[src/rtl/mux_scan_n.sv]
// mux_scan_n: N-channel, W-bit registered multiplexer with manual select and
// auto-scan modes, a scan prescaler, a hold control and a channel-change strobe.
//
// Optional build macro: MUX_SCAN_BLANK_EN
//   When defined, dout is blanked to zero on the edge that switches channel,
//   so new channel data appears one edge later (anti-ghosting for displays).
module mux_scan_n #(
    parameter int W   = 8,
    parameter int N   = 4,
    parameter int DIV = 16
) (
    input  logic                     clk,
    input  logic                     rst_n,
    input  logic [N*W-1:0]           din,
    input  logic [$clog2(N)-1:0]     sel,
    input  logic                     mode,
    input  logic                     hold,
    output logic [W-1:0]             dout,
    output logic [$clog2(N)-1:0]     ch,
    output logic                     strobe
);

    localparam int SW = $clog2(N);
    localparam int CW = $clog2(DIV);

    // Constants sized to the registers they are compared against.
    localparam logic [SW:0]   N_EXT   = (SW+1)'(N);
    localparam logic [SW-1:0] CH_MAX  = SW'(N - 1);
    localparam logic [CW-1:0] CNT_MAX = CW'(DIV - 1);

    logic [SW-1:0] r_ch;
    logic [CW-1:0] r_cnt;
    logic [W-1:0]  r_dout;
    logic          r_strobe;

    logic [SW-1:0] w_nch;
    logic [CW-1:0] w_ncnt;
    logic [W-1:0]  w_sel_data;
    logic [W-1:0]  w_ndout;
    logic          w_chg;

    // Next channel: hold freezes, manual takes in-range sel, auto advances at prescaler terminal count.
    always_comb begin
        w_nch = r_ch;
        if (!hold) begin
            if (!mode) begin
                if ({1'b0, sel} < N_EXT) begin
                    w_nch = sel;
                end
            end else if (r_cnt == CNT_MAX) begin
                w_nch = (r_ch == CH_MAX) ? '0 : r_ch + 1'b1;
            end
        end
    end

    // Prescaler next value: manual mode clears it even when held, so auto always starts with a full dwell.
    always_comb begin
        w_ncnt = r_cnt;
        if (!mode) begin
            w_ncnt = '0;
        end else if (!hold) begin
            w_ncnt = (r_cnt == CNT_MAX) ? '0 : r_cnt + 1'b1;
        end
    end

    // Channel data for the next channel, selected by comparison to avoid indexing past N.
    always_comb begin
        w_sel_data = '0;
        for (int k = 0; k < N; k++) begin
            if (w_nch == SW'(k)) begin
                w_sel_data = din[k*W +: W];
            end
        end
    end

    assign w_chg = (w_nch != r_ch);

    // Output data next value; blanking build inserts one zero cycle on each channel switch.
    always_comb begin
        w_ndout = w_sel_data;
`ifdef MUX_SCAN_BLANK_EN
        if (w_chg) begin
            w_ndout = '0;
        end
`else
        w_ndout = w_sel_data;
`endif
    end

    // State register: channel, prescaler, output data and strobe all load together so ch and dout stay consistent.
    always_ff @(posedge clk) begin
        if (!rst_n) begin
            r_ch     <= '0;
            r_cnt    <= '0;
            r_dout   <= '0;
            r_strobe <= 1'b0;
        end else begin
            r_ch     <= w_nch;
            r_cnt    <= w_ncnt;
            r_dout   <= w_ndout;
            r_strobe <= w_chg;
        end
    end

    assign dout   = r_dout;
    assign ch     = r_ch;
    assign strobe = r_strobe;

endmodule

[config.mk]
export PLATFORM = sky130hd
export DESIGN_NAME = mux_scan_n
export DESIGN_NICKNAME = d
export VERILOG_FILES = /design/src/rtl/mux_scan_n.sv
export SDC_FILE = /design/constraint.sdc
export NUM_CORES = 1
export LEC_CHECK = 0
export ABC_AREA = 1
export BUFFER_PORTS_ARGS = -buffer_cell sky130_fd_sc_hd__buf_2
export CORE_ASPECT_RATIO = 1.1
export CORE_MARGIN = 10
export CORE_UTILIZATION = 35
export DETAILED_ROUTE_END_ITERATION = 10
export HOLD_SLACK_MARGIN = 0.02
export PLACE_DENSITY = 0.7
export SETUP_SLACK_MARGIN = 0.05
export SLEW_MARGIN = 30
export SYNTH_ARGS = -nofsm -noshare
export SYNTH_HDL_FRONTEND = slang
export SYNTH_SLANG_ARGS = --single-unit
[constraint.sdc]
create_clock -name clk -period 3.4 [get_ports clk]
set_clock_uncertainty 0.2 [all_clocks]
set_input_delay 0.68 -clock clk [delete_from_list [all_inputs] [get_ports clk]]
set_output_delay 0.68 -clock clk [all_outputs]
set_load 0.1 [all_outputs]
==> results.json <==
{
  "grt_start_max_net_pins": 23,
  "irDropWorstVdd_uv": 179.9,
  "fmax_mhz": 479.0,
  "dieArea_sq_mm": 0.005402,
  "setup_tns_ns": 0,
  "crit_required_ns": 2.52,
  "diodes": 0,
  "rsz0062_at_grt": "false",
  "grt_pass1_vias": 1071,
  "drcViolationCount": 0,
  "synth_area_sq_mm": 0.001001,
  "cts-htree-levels": 1,
  "portBuffers": 48,
  "cts_resized": 0,
  "grt_first_pass_wirelength_mm": 4.512,
  "routedWlPerCell_um": 12.15,
  "switchingPower_w": 0.0002373,
  "power_leakage_nw": 0.6581,
  "numCtsBuffers": 3,
  "crit_fanout": 5,
  "hold_violations": 0,
  "crit_path_cell_trace": "buf_2",
  "power_w": 0.0005279,
  "synth-seq-cells": 15,
  "ys_warn_count": 0,
  "clkSinkCount": 15,
  "antenna_found_initial": 0,
  "final.min_clock_period_ns": 2.088,
  "setup_viol": 0,
  "die_x_um": 70.99,
  "yosysSeqAreaShare": 0.3000,
  "start_util": 0.3636,
  "path_class": "flip-flop to output port",
  "period_share": 0.6140,
  "track_usage": 0.09935,
  "cp_num_buf_inv": 1,
  "p_int_w": 0.0002906,
  "area_growth_pct": 26.50,
  "worst_slew_pin_slew_ns": 0.5024,
  "cp_top_family": "buffers and inverters",
  "via_per_inst": 4.668,
  "report.final.slew_viol_count": 0,
  "die_y_um": 76.09,
  "row_count": 20,
  "worstPathArrival_ns": 1.21,
  "cts_setup_buffers": 0,
  "syn_inst": 139,
  "max_cap_violations": 0,
  "cts.clk_slew.worst_paths_ns": 0.10,
  "gr-total-overflow": 0,
  "antenna_left": 0,
  "swShare": 0.4495,
  "cts-hold-fix-buffers": 0,
  "multi_input_area_sq_um": 594.3,
  "fill_cells": 317,
  "slowest_stage": "buf_2",
  "status": "complete, no violations",
  "power.share.sequential": 0.370,
  "via_count": 1027,
  "drt-total-wl_mm": 2.672,
  "clock_path_buffers": 2,
  "synth_nets": 179,
  "place.gp.congestion": 0.7308,
  "drive_gt1_frac": 0.4171,
  "clock_latency_ns": 0.29,
  "coreArea_sq_mm": 0.002753,
  "io_pins": 49,
  "clkPwrFrac": 0.202,
  "worst_setup_path_start_kind": "flip-flop",
  "hold_class": "flip-flop to flip-flop",
  "avgSynthCellArea_sq_um": 7.201,
  "cp_slowest_stage_delay_ns": 0.47,
  "cp-end-kind": "output port",
  "p_per_area_mw_per_mm2": 416.9,
  "drt-pass1-iter-count": 4,
  "power_frac_comb": 0.427,
  "cts_tree": "done",
  "slew_headroom": 0.6673,
  "drtIter0Drc": 58,
  "post-dp-hpwl_mm": 2.210,
  "cts-root-buf": "clkbuf_4",
  "synth_cell_types": 25,
  "seq_area_sq_um": 300.3,
  "nNetsFinal": 228
}
[layout make-up]
type / instances / area share
Clock buffer: 4 / 0.02075
Inverter: 17 / 0.05040
Multi-Input combinational cell: 103 / 0.4694
Sequential cell: 15 / 0.2372
Tap cell: 33 / 0.03261
Timing Repair Buffer: 48 / 0.1897
[placed cells by master, fill, tap and decap left out, drive strengths merged, types with 2 or more instances in the layout]
master and n:
nand2 29, o21ai 9, inv 17, nand3 19, ha 2, clkbuf 4, a21oi 14, nor2 25
dfxtp 15, nor3 2, buf 48
[metal layers]
layer / wire length, um / GRT usage / share of wire
met1: 1169 / 0.1074 / 0.44
met2: 1186 / 0.1515 / 0.44
met3: 240 / 0.04297 / 0.090
met4: 76 / 0.06783 / 0.028
met5: 0 / 0 / 0
[cells by family (layout without fill, tap and decap cells)]
group,count (synthesis),count (layout),synth area share
AOI/OAI and AO/OA,24,24,0.1738
xor gates and xnor gates,1,1,0.008752
adders and majority gates,2,2,0.02500
buffers and inverters,21,69,0.1062
DFF,15,15,0.3000
and+or+nand+nor,76,76,0.3863
[state kept, by name, indices dropped and copies added, names as in the netlist]
name	flops
ch	2
dout	8
r_cnt	4
strobe	1
[power by group through the flow]
| stage | Clock, W | Combinational (W) | Sequential [W] |
|---|---|---|---|
| after global placement | 0 | 0.000226 | 0.000200 |
| final | 0.000107 | 0.000226 | 0.000195 |
| after detailed placement | 0 | 0.000227 | 0.000200 |
| after CTS | 0.000112 | 0.000228 | 0.000196 |
| after floorplan | 0 | 0.0000884 | 0.000297 |
| after global routing | 0.000121 | 0.000244 | 0.000197 |
[synth_stat cells]
cell type | count | area [sq um]
a21oi_1 | 4 | 20.02
a21oi_2 | 8 | 70.07
a21oi_4 | 2 | 32.53
a31oi_1 | 1 | 6.260
buf_12 | 1 | 20.02
buf_4 | 1 | 7.510
buf_6 | 1 | 11.26
clkbuf_1 | 1 | 3.750
dfxtp_1 | 15 | 300.3
ha_1 | 2 | 25.02
inv_1 | 14 | 52.55
inv_2 | 3 | 11.26
nand2_1 | 23 | 86.33
nand2_2 | 3 | 18.77
nand2_4 | 3 | 33.78
nand3_1 | 14 | 70.07
nand3_2 | 5 | 50.05
nand4_1 | 1 | 6.260
nor2_1 | 22 | 82.58
nor2_2 | 1 | 6.260
nor2_4 | 2 | 22.52
nor3_1 | 2 | 10.01
o21ai_0 | 1 | 5.000
o21ai_1 | 8 | 40.04
xor2_1 | 1 | 8.760
[worst paths after layout]
kind,from,end,slack [ns],cells after the start
worst min-delay path,r_cnt[1],r_cnt[1],0.32,2
worst min register to register,r_cnt[1],r_cnt[1],0.32,2
worst max-delay path,ch[1],ch[1],1.31,1
worst max register to register,r_cnt[1],dout[5],1.47,8
[tightest hold or removal path: cells and delay by family (launching register included)]
family	cells	cell delay (ns)
flip-flops	1	0.35
AND/OR/NAND/NOR	1	0.07
AO/OA/AOI/OAI	1	0.05
[through the flow]
step,setup slack [ns],instance area [sq um],cells,hold WS [ns],util
2_1_floorplan,1.015,1001,139,0.2739,-
3_3_place_gp,1.424,1240,216,0.3040,0.4505
3_5_place_dp,1.389,1240,216,0.3052,0.4505
4_1_cts,1.296,1266,220,0.3198,0.4600
5_1_grt,1.247,1266,220,0.3444,0.4600
6_report,1.312,1266,220,0.3190,0.4600
Note: power is estimated with default switching activity, not from simulation.
